===== config.mk =====
export PLATFORM = sky130hd
export DESIGN_NAME = tmds_decode_flat
export DESIGN_NICKNAME = d
export VERILOG_FILES = /design/src/rtl/tmds_decode_if.sv /design/src/rtl/tmds_decode.sv /design/src/flat_wrapper.sv
export SDC_FILE = /design/constraint.sdc
export NUM_CORES = 1
export LEC_CHECK = 0
export BUFFER_PORTS_ARGS = -buffer_cell sky130_fd_sc_hd__buf_2
export CELL_PAD_IN_SITES_DETAIL_PLACEMENT = 1
export CELL_PAD_IN_SITES_GLOBAL_PLACEMENT = 1
export CORE_UTILIZATION = 40
export DETAILED_ROUTE_END_ITERATION = 10
export HOLD_SLACK_MARGIN = 0.15
export PLACE_DENSITY = 0.76
export SYNTH_ARGS = -nofsm -noshare
export SYNTH_HDL_FRONTEND = slang
export SYNTH_SLANG_ARGS = --single-unit
export TNS_END_PERCENT = 50

===== constraint.sdc =====
create_clock -name sys_clk -period 4.63 [get_ports sys_clk]
set_input_delay 0.463 -clock sys_clk [delete_from_list [all_inputs] [get_ports sys_clk]]
set_output_delay 0.463 -clock sys_clk [all_outputs]
set_load 0.02 [all_outputs]

===== src/rtl/tmds_decode_if.sv =====
// Bus bundle for tmds_decode: raw deserialized word in, lock status and decoded symbol out.
// lock_loss_cnt exists only when TMDS_LOCK_LOSS_CNT_EN is defined.
interface tmds_decode_if;
  logic [9:0] data_in;
  logic       aligned;
  logic [3:0] offset;
  logic       de;
  logic       c0;
  logic       c1;
  logic [7:0] data_out;
`ifdef TMDS_LOCK_LOSS_CNT_EN
  logic [7:0] lock_loss_cnt;
`endif

  // master: the deserializer side feeding words and watching the decode
  modport master (
    output data_in,
`ifdef TMDS_LOCK_LOSS_CNT_EN
    input  lock_loss_cnt,
`endif
    input  aligned, offset, de, c0, c1, data_out
  );

  modport slave (
    input  data_in,
`ifdef TMDS_LOCK_LOSS_CNT_EN
    output lock_loss_cnt,
`endif
    output aligned, offset, de, c0, c1, data_out
  );
endinterface


===== src/rtl/tmds_decode.sv =====
// Single-channel TMDS receive decoder: bit-rotation word alignment on control-token runs,
// then token / 8b pixel decode. Optional macro TMDS_LOCK_LOSS_CNT_EN adds lock_loss_cnt.
module tmds_decode #(
  parameter int CTRL_CNT_MIN = 16,
  parameter int SEARCH_WIN   = 2048
) (
  input logic          sys_clk,
  input logic          sys_rst,
  tmds_decode_if.slave bus
);
  localparam int NUM_ROT      = 10;
  localparam int FLUSH_STAGES = 2;
  localparam int RUN_W        = $clog2(CTRL_CNT_MIN + 1);
  localparam int WD_W         = $clog2(SEARCH_WIN);

  localparam logic [RUN_W-1:0] RUN_QUAL = RUN_W'(CTRL_CNT_MIN - 1);
  localparam logic [RUN_W-1:0] RUN_SAT  = RUN_W'(CTRL_CNT_MIN);
  localparam logic [WD_W-1:0]  WD_LAST  = WD_W'(SEARCH_WIN - 1);

  localparam logic [9:0] TOK_00 = 10'b1101010100;
  localparam logic [9:0] TOK_01 = 10'b0010101011;
  localparam logic [9:0] TOK_10 = 10'b0101010100;
  localparam logic [9:0] TOK_11 = 10'b1010101011;

  typedef enum logic [0:0] {
    SEARCH = 1'b0,
    LOCKED = 1'b1
  } state_e;

  typedef struct packed {
    logic       de;
    logic       c1;
    logic       c0;
    logic [7:0] data;
  } sym_t;

  state_e                  state, state_nxt;
  logic [9:0]              data_d;
  logic [9:0]              word_r;
  logic [9:0]              rot_word;
  logic [19:0]             win;
  logic [9:0]              cand [NUM_ROT];
  logic [3:0]              offset_r;
  logic [RUN_W-1:0]        run_cnt;
  logic [WD_W-1:0]         wd_cnt;
  logic [FLUSH_STAGES-1:0] flush_pipe;
  logic                    is_tok;
  logic [1:0]              tok_c;
  logic [7:0]              d;
  logic [7:0]              dec_byte;
  logic                    flush;
  logic                    tok_hit;
  logic                    qualify;
  logic                    expire;
  logic                    lock_loss;
  sym_t                    sym_r, sym_nxt;

  // Older word sits in the low half so offset k picks serial bits k..k+9 of the pair
  assign win = {bus.data_in, data_d};

  for (genvar k = 0; k < NUM_ROT; k++) begin : g_rot
    assign cand[k] = win[k +: 10];
  end

  always_comb begin
    rot_word = cand[0];
    for (int k = 1; k < NUM_ROT; k++) begin
      if (offset_r == 4'(k)) rot_word = cand[k];
    end
  end

  always_comb begin
    is_tok = 1'b1;
    tok_c  = 2'b00;
    unique case (word_r)
      TOK_00:  tok_c = 2'b00;
      TOK_01:  tok_c = 2'b01;
      TOK_10:  tok_c = 2'b10;
      TOK_11:  tok_c = 2'b11;
      default: is_tok = 1'b0;
    endcase
  end

  // Undo the optional DC-balance inversion, then the XOR/XNOR transition chain
  assign d           = word_r[9] ? ~word_r[7:0] : word_r[7:0];
  assign dec_byte[0] = d[0];
  for (genvar i = 1; i < 8; i++) begin : g_dec
    assign dec_byte[i] = word_r[8] ? (d[i] ^ d[i-1]) : ~(d[i] ^ d[i-1]);
  end

  // Window contents right after a slip mix two rotations; ignore tokens until they drain
  assign flush     = |flush_pipe;
  assign tok_hit   = is_tok && !flush;
  assign qualify   = tok_hit && (run_cnt == RUN_QUAL);
  assign expire    = (wd_cnt == WD_LAST) && !qualify;
  assign lock_loss = (state == LOCKED) && expire;

  always_ff @(posedge sys_clk) begin
    if (sys_rst) state <= SEARCH;
    else         state <= state_nxt;
  end

  always_comb begin
    state_nxt = state;
    unique case (state)
      SEARCH: if (qualify) state_nxt = LOCKED;
      LOCKED: if (expire)  state_nxt = SEARCH;
      default:             state_nxt = SEARCH;
    endcase
  end

  always_comb begin
    sym_nxt = '0;
    if (state == LOCKED) begin
      if (is_tok) begin
        sym_nxt.c1 = tok_c[1];
        sym_nxt.c0 = tok_c[0];
      end else begin
        sym_nxt.de   = 1'b1;
        sym_nxt.c1   = sym_r.c1;
        sym_nxt.c0   = sym_r.c0;
        sym_nxt.data = dec_byte;
      end
    end
  end

  always_ff @(posedge sys_clk) begin
    if (sys_rst) begin
      data_d     <= '0;
      word_r     <= '0;
      offset_r   <= '0;
      run_cnt    <= '0;
      wd_cnt     <= '0;
      flush_pipe <= '0;
      sym_r      <= '0;
    end else begin
      data_d     <= bus.data_in;
      word_r     <= rot_word;
      sym_r      <= sym_nxt;
      flush_pipe <= {flush_pipe[FLUSH_STAGES-2:0], expire};

      if (expire) begin
        offset_r <= (offset_r == 4'd9) ? 4'd0 : offset_r + 4'd1;
        wd_cnt   <= '0;
        run_cnt  <= '0;
      end else begin
        wd_cnt <= qualify ? '0 : wd_cnt + WD_W'(1);
        if (!tok_hit)               run_cnt <= '0;
        else if (run_cnt != RUN_SAT) run_cnt <= run_cnt + RUN_W'(1);
      end
    end
  end

`ifdef TMDS_LOCK_LOSS_CNT_EN
  logic [7:0] loss_cnt;

  always_ff @(posedge sys_clk) begin
    if (sys_rst)                            loss_cnt <= '0;
    else if (lock_loss && loss_cnt != 8'hFF) loss_cnt <= loss_cnt + 8'd1;
  end

  assign bus.lock_loss_cnt = loss_cnt;
`else
  logic unused_lock_loss;
  assign unused_lock_loss = lock_loss;
`endif

  assign bus.aligned  = (state == LOCKED);
  assign bus.offset   = offset_r;
  assign bus.de       = sym_r.de;
  assign bus.c1       = sym_r.c1;
  assign bus.c0       = sym_r.c0;
  assign bus.data_out = sym_r.data;
endmodule


===== src/flat_wrapper.sv =====
// flat-port wrapper written by rule: the top's interface ports become plain ports
module tmds_decode_flat 
#(
  parameter int CTRL_CNT_MIN = 16,
  parameter int SEARCH_WIN   = 2048
)
  (sys_clk, sys_rst, bus_data_in, bus_aligned, bus_offset, bus_de, bus_c0, bus_c1, bus_data_out);
  tmds_decode_if bus_i ();
  input logic sys_clk;
  input logic sys_rst;
  input wire logic [$bits(bus_i.data_in)-1:0] bus_data_in;
  output wire logic [$bits(bus_i.aligned)-1:0] bus_aligned;
  output wire logic [$bits(bus_i.offset)-1:0] bus_offset;
  output wire logic [$bits(bus_i.de)-1:0] bus_de;
  output wire logic [$bits(bus_i.c0)-1:0] bus_c0;
  output wire logic [$bits(bus_i.c1)-1:0] bus_c1;
  output wire logic [$bits(bus_i.data_out)-1:0] bus_data_out;
  assign bus_i.data_in = bus_data_in;
  assign bus_aligned = bus_i.aligned;
  assign bus_offset = bus_i.offset;
  assign bus_de = bus_i.de;
  assign bus_c0 = bus_i.c0;
  assign bus_c1 = bus_i.c1;
  assign bus_data_out = bus_i.data_out;
  tmds_decode #(.CTRL_CNT_MIN(CTRL_CNT_MIN), .SEARCH_WIN(SEARCH_WIN)) u_core (.sys_clk(sys_clk), .sys_rst(sys_rst), .bus(bus_i));
endmodule

==> flow_metrics.py, run 1 <==
metrics = {
    "status": {
        "outcome": "finished, final reports clean",
    },
    "critical_path": {
        "worst-endpoint-arrival_ns": 2.57,
        "crit_start": "u_core.bus.offset[2]",
        "crit_type": "flip-flop to flip-flop",
        "crit_end_element": "flip-flop",
        "cp.buffers_inverters": 1,
        "critical-path-slowest-cell": "nor2b_1",
        "worst-path-max-fanout": 34,
        "crit_family": "simple AND/OR/NAND/NOR gates",
        "crit_path_max_incr_delay_ns": 0.73,
        "crit-reg2reg-launch": "u_core.bus.offset[2]",
        "worst-endpoint-required_ns": 4.85,
        "timing.critical_path.from_type": "flip-flop",
        "cp_cell_sequence": "buf_4, nor2b_1, a21oi_1, a2bb2oi_1, o221a_2, nor4_1",
    },
    "finish": {
        "n_antenna_cell": 0,
        "multi_input_gate_area_in_the_final_layout_sq_um": 2020,
        "final_net_count": 424,
        "area_delta_synth_final_pct": 7.15,
        "drive_above_1_share_pct": 14.7,
        "layout.area.seq_sq_um": 1080,
        "n_fill_cell": 954,
    },
    "grt": {
        "via_count_of_the_first_global_routing_pass": 3012,
        "grt_first_pass_wirelength_um": 15300,
        "grt_max_degree": 55,
        "total_routing_resource_utilization_after_global_routing_pct": 22.4,
        "grt_antenna_before_repair": 0,
        "grt_overflow_total": 0,
    },
    "sta": {
        "tightest_slew_ns": 0.985,
        "clock-skew-final_ns": 0.0169,
        "setup_violations": 0,
        "maxSlewViolCount": 0,
        "report.final.hold_viol_count": 0,
        "final.setup.tns_ns": 0,
        "worst_slack_ns": 2.29,
        "post-route-min-period_ns": 2.34,
        "max_freq_ghz": 0.427,
        "rsz0062_at_grt": "false",
        "slew_headroom_pct": 33.4,
        "post-route-period-util_pct": 50.6,
        "whs_ns": 0.360,
    },
    "floorplan": {
        "fp.coreArea_sq_um": 7850,
        "die_footprint_sq_um": 8640,
        "die_h_um": 92.9,
        "initial_core_util_pct": 42.1,
        "die_w_um": 92.9,
        "top_level_ports": 28,
        "num_rows": 32,
    },
    "route": {
        "wirelength_um": 9120,
        "route.detailed.vias_per_inst": 5.86,
        "detail_route.first_pass.iterations": 4,
        "remaining_drc_errors": 0,
        "initialDrtViolationCount": 181,
        "dr_total_vias": 2982,
        "ant_nets": 0,
        "route.detailed.wl_per_inst_um": 17.9,
    },
    "power": {
        "internal_power_uw": 669,
        "worst_ir_drop_vdd_uv": 183,
        "net_switching_share_of_the_total_power_pct": 25.1,
        "net-switching-power_uw": 225,
        "power.clock.fraction_pct": 37.6,
        "power.static_leakage_nw": 1.25,
        "power.density_cell_area_nw_per_um2": 252,
        "power.share.sequential_pct": 55.2,
        "share_comb_of_total_power_pct": 7.2,
    },
    "min_path": {
        "holdCritPathClass": "input port to flip-flop",
        "holdCritStartpoint": "bus_data_in[9]",
    },
    "cts": {
        "bufs_on_longest_clock_path": 2,
        "clock_tree.root_cell": "clkbuf_8",
        "cts.repair.resized": 0,
        "tritoncts.num_buffers": 5,
        "post-cts-setup-buffers": 0,
        "clock_insertion_delay_worst_skew_ns": 0.32,
        "clock_sink_count": 54,
        "cts_hold_buffers": 0,
        "clk_transition_reported_paths_ns": 0.10,
        "cts_max_level": 2,
        "clock_tree_from_tritoncts": "done",
    },
    "placement": {
        "place.port_buffers": 27,
        "gpl.final_weighted_congestion": 0.829,
        "post-dp-hpwl_um": 6220,
        "placement.setup.worst_slack_ns": 2.39,
    },
    "yosys": {
        "synthDistinctLibCells": 59,
        "synth-edff-count": 0,
        "synth.net_count": 422,
        "ys_seq_area_share_pct": 32.7,
        "synth_area_sq_um": 3310,
        "netlist_instances": 404,
        "number_of_register_bits_inferred_by_synthesis": 54,
        "synthesis.area_per_instance_sq_um": 8.19,
        "yosysWarnings": 0,
        "postSynth.topFlopCell": "dfxtp_1",
        "async_reset_ff_share_pct": 0,
    },
    "job": {
        "cap_viol_max_count": 0,
    },
}
-- layout make-up --
cell class	instances	share of cell area, %
clock buffer	5	1.94
clock inverter	3	1.38
sequential	54	30.5
multi-input combinational	304	57.0
tap	102	3.60
inverter	11	1.17
timing repair buffer	30	4.45
-- logic make-up (layout without fill, tap and decap cells) --
family	after synthesis	count (layout)	share of synthesized area [%]
adders and majority gates	6	6	2.27
buffers and inverters	46	49	6.28
muxes	10	10	3.25
xor gates and xnor gates	23	23	6.09
and+or+nand+nor	149	149	25.7
AOI/OAI and AO/OA	116	116	23.7
DFF	54	54	32.7
-- worst reg2reg max path, delay by kind of cell (launching register included) --
family,cells,cell delay (ns)
buf+inv,1,0.29
flops,1,0.33
simple gates,2,0.97
compound gates,3,0.67
-- power by group through the flow --
stage	sequential [mW]	combinational (mW)	clock, mW
final	0.493	0.0645	0.336
after detailed placement	0.503	0.0635	0
after floorplan	0.494	0.0498	0
after CTS	0.493	0.0639	0.344
after global routing	0.495	0.0715	0.367
after global placement	0.503	0.0635	0
-- stage by stage --
step	power (mW)	instance area (sq um)	instances	util (%)
finish	0.894	3540	509	45.2
global route	0.933	3540	509	45.2
CTS	0.901	3540	509	45.2
detailed placement	0.567	3430	501	43.7
global placement	0.566	3430	501	43.7
floorplan	0.544	3310	404	-
-- cell usage in the layout, fill, tap and decap left out, types with 5 or more instances in the layout --
cell type	n
nor2_1	50
nor2b_1	24
ha_1	6
o21ai_0	21
o21a_1	5
dfxtp_1	54
a21oi_1	35
a2bb2oi_1	8
xor2_1	6
inv_1	11
clkbuf_8	5
o31ai_1	5
nand2b_1	6
nand2_1	8
or3_1	7
nor3_1	8
nand3_1	6
mux2_2	6
buf_2	27
xnor2_1	17
nor4_1	5
o22ai_1	8
-- cell usage after synthesis, types with 3 or more instances --
cell type / n / area [sq um]
a211oi_1: 4 / 30.0
xnor2_1: 17 / 149
o21a_1: 5 / 37.5
nor4_1: 5 / 31.3
nor2b_1: 24 / 150
or2_2: 3 / 18.8
and3_1: 3 / 18.8
mux2i_1: 4 / 40.0
o221a_2: 4 / 45.0
o2111ai_1: 4 / 35.0
or3_1: 7 / 43.8
ha_1: 6 / 75.1
buf_2: 13 / 65.1
and4_1: 4 / 35.0
mux2_2: 6 / 67.6
clkbuf_1: 17 / 63.8
a21oi_1: 35 / 175
inv_1: 11 / 41.3
nand3_1: 6 / 30.0
nand2b_1: 6 / 37.5
o221ai_1: 3 / 26.3
o21ai_1: 3 / 15.0
nand4_1: 3 / 18.8
nor4b_1: 4 / 35.0
o21ai_0: 21 / 105
o31ai_1: 5 / 37.5
dfxtp_1: 54 / 1080
nor3_1: 8 / 40.0
xor2_1: 6 / 52.6
a2bb2oi_1: 8 / 70.1
nand2_1: 8 / 30.0
o22ai_1: 8 / 50.1
nand3b_1: 4 / 30.0
nor2_1: 50 / 188
-- per-layer routing --
| layer | share of wire (%) | wire, um | global-route usage (%) | vias up |
|---|---|---|---|---|
| met1 | 46 | 4210 | 30.3 | 1423 |
| li1 | - | - | - | 1453 |
| met5 | 0 | 0 | 0 | - |
| met2 | 47 | 4280 | 36.3 | 91 |
| met4 | 2.2 | 203 | 7.82 | 0 |
| met3 | 4.6 | 418 | 3.12 | 15 |
-- flip-flops by register name (all words and copies together), names as in the netlist --
name,flops
u_core.flush_pipe,2
u_core.data_d,10
u_core.bus.aligned,1
u_core.run_cnt,5
u_core.bus.c1,1
u_core.bus.c0,1
u_core.bus.data_out,8
u_core.bus.de,1
u_core.word_r,10
u_core.bus.offset,4
u_core.wd_cnt,11
-- worst paths after layout --
| path | to | cells after the start | slack [ns] |
|---|---|---|---|
| min | u_core.data_d[9] | 2 | 0.36 |
| min reg2reg | u_core.bus.c0 | 2 | 0.48 |
| max reg2reg | u_core.word_r[2] | 6 | 2.29 |
| max | u_core.word_r[2] | 6 | 2.29 |
Note: power is estimated with default switching activity, not from simulation.
==> run 2, diff against run 1 <==
- PLACE_DENSITY: 0.76 -> 0.79
- clock period: 4.63 -> 1.9 ns (I/O delays scaled with it)
==> flow_metrics.py, run 2 (synthesis results as in run 1) <==
metrics = {
    "placement": {
        "gpl.final_weighted_congestion": 0.888,
        "place_area_sq_um": 3680,
        "place.port_buffers": 27,
        "placement.setup.worst_slack_ns": -0.000413,
        "post-dp-hpwl_um": 7180,
    },
    "cts": {
        "bufs_on_longest_clock_path": 2,
        "clk_transition_reported_paths_ns": 0.10,
        "clock_sink_count": 54,
        "clock_insertion_delay_worst_skew_ns": 0.32,
        "cts_max_level": 2,
        "clock_tree_from_tritoncts": "done",
        "clock_tree.root_cell": "clkbuf_8",
        "tritoncts.num_buffers": 5,
    },
    "sta": {
        "report.final.hold_viol_count": 0,
        "worst_slack_ns": -0.0741,
        "setup_violations": 12,
        "clock-skew-final_ns": 0.0111,
        "post-route-period-util_pct": 104,
        "slew_headroom_pct": 58.7,
        "rsz0062_at_grt": "true",
        "max_freq_ghz": 0.507,
        "tightest_slew_ns": 0.611,
        "maxSlewViolCount": 0,
        "post-route-min-period_ns": 1.97,
    },
    "finish": {
        "largest-register": "u_core.wd_cnt",
        "layout_common_cells": "dfxtp_1, nor2_1, buf_4",
        "largestRegisters": "u_core.wd_cnt x11, u_core.data_d x10, u_core.word_r x10",
        "finish.utilization_pct": 49.5,
        "drive_above_1_share_pct": 23.9,
        "n_antenna_cell": 0,
        "area_delta_synth_final_pct": 17.6,
        "flip_flop_count_of_the_largest_register_after_layout": 11,
        "design_area_sq_um": 3890,
        "final_common_cell": "dfxtp_1",
        "final_net_count": 461,
    },
    "floorplan": {
        "die_w_um": 92.9,
        "fp.coreArea_sq_um": 7850,
        "top_level_ports": 28,
        "num_rows": 32,
        "die_h_um": 92.9,
        "initial_core_util_pct": 42.1,
        "die_footprint_sq_um": 8640,
    },
    "critical_path": {
        "worst-endpoint-arrival_ns": 2.21,
        "cp_cell_sequence": "and4bb_1, nand4_4, a2111oi_4, buf_4, buf_4, o31ai_1, a21oi_1",
        "crit_family": "compound AO/OA/AOI/OAI gates",
        "crit_path_max_incr_delay_ns": 0.45,
        "cp_common_cell": "buf_4",
        "crit_end_element": "flip-flop",
        "critical-path-slowest-cell": "dfxtp_1",
        "cp.buffers_inverters": 2,
        "timing.critical_path.from_type": "flip-flop",
        "worst-endpoint-required_ns": 2.14,
        "worst-path-max-fanout": 7,
        "crit_type": "flip-flop to flip-flop",
    },
    "grt": {
        "via_count_of_the_first_global_routing_pass": 3243,
        "grt_antenna_before_repair": 0,
        "grt_overflow_total": 0,
        "grt_max_degree": 39,
        "grt_first_pass_wirelength_um": 16400,
        "total_routing_resource_utilization_after_global_routing_pct": 24.3,
    },
    "status": {
        "violated_checks": "setup timing",
        "outcome": "complete, but fails checks",
    },
    "power": {
        "worst_ir_drop_vdd_uv": 369,
        "power.density_cell_area_nw_per_um2": 576,
        "power.static_leakage_nw": 1.44,
        "finalPower_mw": 2.24,
    },
    "route": {
        "wirelength_um": 10400,
        "dr_total_vias": 3288,
        "ant_nets": 0,
        "route.detailed.vias_per_inst": 6.02,
        "remaining_drc_errors": 0,
        "initialDrtViolationCount": 214,
        "detail_route.first_pass.iterations": 4,
        "route.detailed.wl_per_inst_um": 19.0,
    },
    "job": {
        "cap_viol_max_count": 0,
    },
    "min_path": {
        "holdCritPathClass": "input port to flip-flop",
    },
}
## run 2: area by class of cell
class	count	area (sq um)
Multi-Input combinational cell	304	2060
Clock inverter	2	38.8
Sequential cell	54	1090
Timing Repair Buffer	67	455
Fill cell	979	3960
Tap cell	102	128
Inverter	11	41.3
Clock buffer	6	82.6
## run 2: routing by layer
| layer | track usage [%] | vias to the layer above | part of all wire (%) |
|---|---|---|---|
| met4 | 8.97 | 0 | 2.9 |
| met1 | 31.3 | 1595 | 43 |
| met2 | 39.3 | 131 | 47 |
| met3 | 5.75 | 27 | 6.5 |
| met5 | 0 | - | 0 |
| li1 | - | 1535 | - |
## run 2: where the power goes
group | total [mW] | internal, mW | switching, mW
logic | 0.199 | 0.0904 | 0.109
registers | 1.19 | 1.16 | 0.0346
clock network | 0.848 | 0.435 | 0.413
## run 2: metrics by stage
| stage | TNS [ns] | instances | hold WS (ns) |
|---|---|---|---|
| floorplan | 0 | 404 | 0.318 |
| global placement | 0 | 533 | 0.400 |
| detailed placement | -0.000413 | 533 | 0.420 |
| CTS | 0 | 545 | 0.171 |
| global route | -2.33 | 546 | 0.174 |
| finish | -0.267 | 546 | 0.173 |
## run 2: final timing paths
path / cells after the start / slack (ns) / to / from
setup / recovery: 7 / -0.07 / u_core.bus.offset[1] / u_core.word_r[1]
hold / removal: 2 / 0.17 / u_core.data_d[5] / bus_data_in[5]
setup reg to reg: 7 / -0.07 / u_core.bus.offset[1] / u_core.word_r[1]
hold reg to reg: 2 / 0.47 / u_core.bus.c0 / u_core.bus.c0
## run 2: repair_timing
item / 4_1_cts / 5_1_grt
gates resized for setup: 2 / 12
setup buffers: 1 / 1
hold buffers: 3 / 0
pin swaps: 1 / 1
setup endpoints to repair: 4 / 24
endpoints found under the hold margin: 3 / 0
==> run 3, diff against run 2 <==
- CORE_UTILIZATION: 40 -> 41
- PLACE_DENSITY: 0.79 -> 0.81
==> flow_metrics.py, run 3 (synthesis results as in run 1) <==
metrics = {
    "grt": {
        "grt_first_pass_wirelength_um": 16900,
        "grt_overflow_total": 0,
        "grt_antenna_before_repair": 0,
        "grt_max_degree": 39,
        "total_routing_resource_utilization_after_global_routing_pct": 25.4,
        "via_count_of_the_first_global_routing_pass": 3378,
    },
    "critical_path": {
        "crit_type": "flip-flop to flip-flop",
        "critical-path-slowest-cell": "dfxtp_1",
        "timing.reg2reg.worst_path_depth": 6,
        "timing.critical_path.from_type": "flip-flop",
        "worst-endpoint-required_ns": 2.15,
        "worst-endpoint-arrival_ns": 2.06,
        "worst-path-max-fanout": 5,
        "crit_end_element": "flip-flop",
        "crit_family": "simple AND/OR/NAND/NOR gates",
        "crit_path_max_incr_delay_ns": 0.38,
        "worst-path-stages": 6,
        "cp_cell_sequence": "nor4b_2, nand4_2, buf_4, a2111oi_4, o21ai_2, nor3_2",
        "cp.buffers_inverters": 1,
    },
    "power": {
        "net_switching_share_of_the_total_power_pct": 25.4,
        "power.clock.fraction_pct": 37.4,
        "power.density_cell_area_nw_per_um2": 566,
        "finalPower_mw": 2.21,
        "power.static_leakage_nw": 1.44,
        "internal_power_mw": 1.65,
        "power.share.sequential_pct": 54.0,
        "net-switching-power_uw": 561,
        "worst_ir_drop_vdd_uv": 395,
        "share_comb_of_total_power_pct": 8.7,
    },
    "cts": {
        "tritoncts.num_buffers": 5,
        "clock_tree.root_cell": "clkbuf_8",
        "clock_insertion_delay_worst_skew_ns": 0.32,
        "clk_transition_reported_paths_ns": 0.12,
        "cts_max_level": 2,
        "clock_sink_count": 54,
        "clock_tree_from_tritoncts": "done",
        "bufs_on_longest_clock_path": 2,
    },
    "min_path": {
        "hold_depth": 2,
        "holdCritPathClass": "input port to flip-flop",
    },
    "finish": {
        "layout.area.seq_sq_um": 1090,
        "largestRegisters": "u_core.wd_cnt x11, u_core.data_d x10, u_core.word_r x10",
        "n_antenna_cell": 0,
        "multi_input_gate_area_in_the_final_layout_sq_um": 2050,
        "final_common_cell": "nor2_1",
        "drive_above_1_share_pct": 23.7,
        "n_fill_cell": 973,
        "layout_common_cells": "nor2_1, dfxtp_1, a21oi_1",
        "flip_flop_count_of_the_largest_register_after_layout": 11,
        "largest-register": "u_core.wd_cnt",
        "area_delta_synth_final_pct": 18.1,
        "final_net_count": 460,
    },
    "floorplan": {
        "die_w_um": 91.8,
        "initial_core_util_pct": 42.6,
        "die_h_um": 91.8,
        "num_rows": 32,
        "die_footprint_sq_um": 8430,
        "top_level_ports": 28,
        "fp.coreArea_sq_um": 7770,
    },
    "route": {
        "dr_total_vias": 3251,
        "initialDrtViolationCount": 245,
        "ant_nets": 0,
        "route.detailed.vias_per_inst": 5.97,
        "detail_route.first_pass.iterations": 5,
        "wirelength_um": 10200,
        "remaining_drc_errors": 0,
        "route.detailed.wl_per_inst_um": 18.8,
    },
    "sta": {
        "post-route-period-util_pct": 95.7,
        "slew_headroom_pct": 55.0,
        "post-route-min-period_ns": 1.82,
        "maxSlewViolCount": 0,
        "setup_violations": 0,
        "worst_slack_ns": 0.0819,
        "clock-skew-final_ns": 0.0155,
        "tightest_slew_ns": 0.666,
        "report.final.hold_viol_count": 0,
        "max_freq_ghz": 0.550,
    },
    "placement": {
        "placement.setup.worst_slack_ns": -0.00104,
        "place.port_buffers": 27,
        "gpl.final_weighted_congestion": 0.906,
        "post-dp-hpwl_um": 7170,
    },
    "job": {
        "cap_viol_max_count": 0,
    },
    "status": {
        "outcome": "finished, final reports clean",
    },
}
run 3: changes by cell type in the layout (fill, tap and decap cells not counted), sizes merged:
cell / previous run / this run
buf: 64 / 63
clkinvlp: 0 / 1
clkbuf: 6 / 5
run 3: stage by stage:
| step | hold slack [ns] | area [sq um] | util (%) | TNS (ns) | instances |
|---|---|---|---|---|---|
| 2_1_floorplan | 0.318 | 3310 | - | 0 | 404 |
| 3_3_place_gp | 0.408 | 3710 | 47.8 | 0 | 534 |
| 3_5_place_dp | 0.427 | 3710 | 47.8 | -0.00104 | 534 |
| 4_1_cts | 0.171 | 3880 | 49.9 | 0 | 545 |
| 5_1_grt | 0.172 | 3910 | 50.3 | -0.00984 | 545 |
| 6_report | 0.183 | 3910 | 50.3 | 0 | 545 |
run 3: path summary, 6_finish.rpt:
check                                         end  slack, ns        startpoint
worst max-delay path            u_core.run_cnt[2]       0.08  u_core.word_r[1]
worst max register to register  u_core.run_cnt[2]       0.08  u_core.word_r[1]
worst min-delay path             u_core.data_d[1]       0.18    bus_data_in[1]
worst min register to register      u_core.bus.c0       0.52     u_core.bus.c0
run 3: final cells by class:
cell class	instances	share of cell area [%]
multi-input cells	304	52.6
well taps	102	3.27
inverters	11	1.06
repair buffers	66	12.2
clock buffers	5	1.76
clock inverters	3	1.25
flip-flops and latches	54	27.9
run 3: repair_timing:
action | CTS | global route
endpoints found under the hold margin | 3 | 0
buffers inserted | 1 | 0
resized for setup | 5 | 10
endpoints found under the setup margin | 10 | 14
hold buffers | 3 | 0
pin swaps | 3 | 1
run 3: routing by layer:
layer / share of wire, % / vias up / track usage, %
li1: - / 1535 / -
met1: 42 / 1576 / 31.2
met2: 49 / 105 / 42.8
met3: 5.2 / 35 / 3.65
met4: 4.5 / 0 / 13.8
met5: 0 / - / 0
run 3: power groups by stage:
stage | logic (mW) | clock network [mW] | registers [mW]
2_1_floorplan | 0.121 | 0 | 1.20
3_3_place_gp | 0.175 | 0 | 1.22
3_5_place_dp | 0.181 | 0 | 1.22
4_1_cts | 0.189 | 0.848 | 1.19
5_1_grt | 0.210 | 0.886 | 1.20
6_report | 0.192 | 0.826 | 1.19
run 3: worst register-to-register path, delay by kind of cell (launching register included):
family	cells	cell delay, ns
compound gates	2	0.48
simple gates	3	0.68
buf+inv	1	0.21
flops	1	0.38
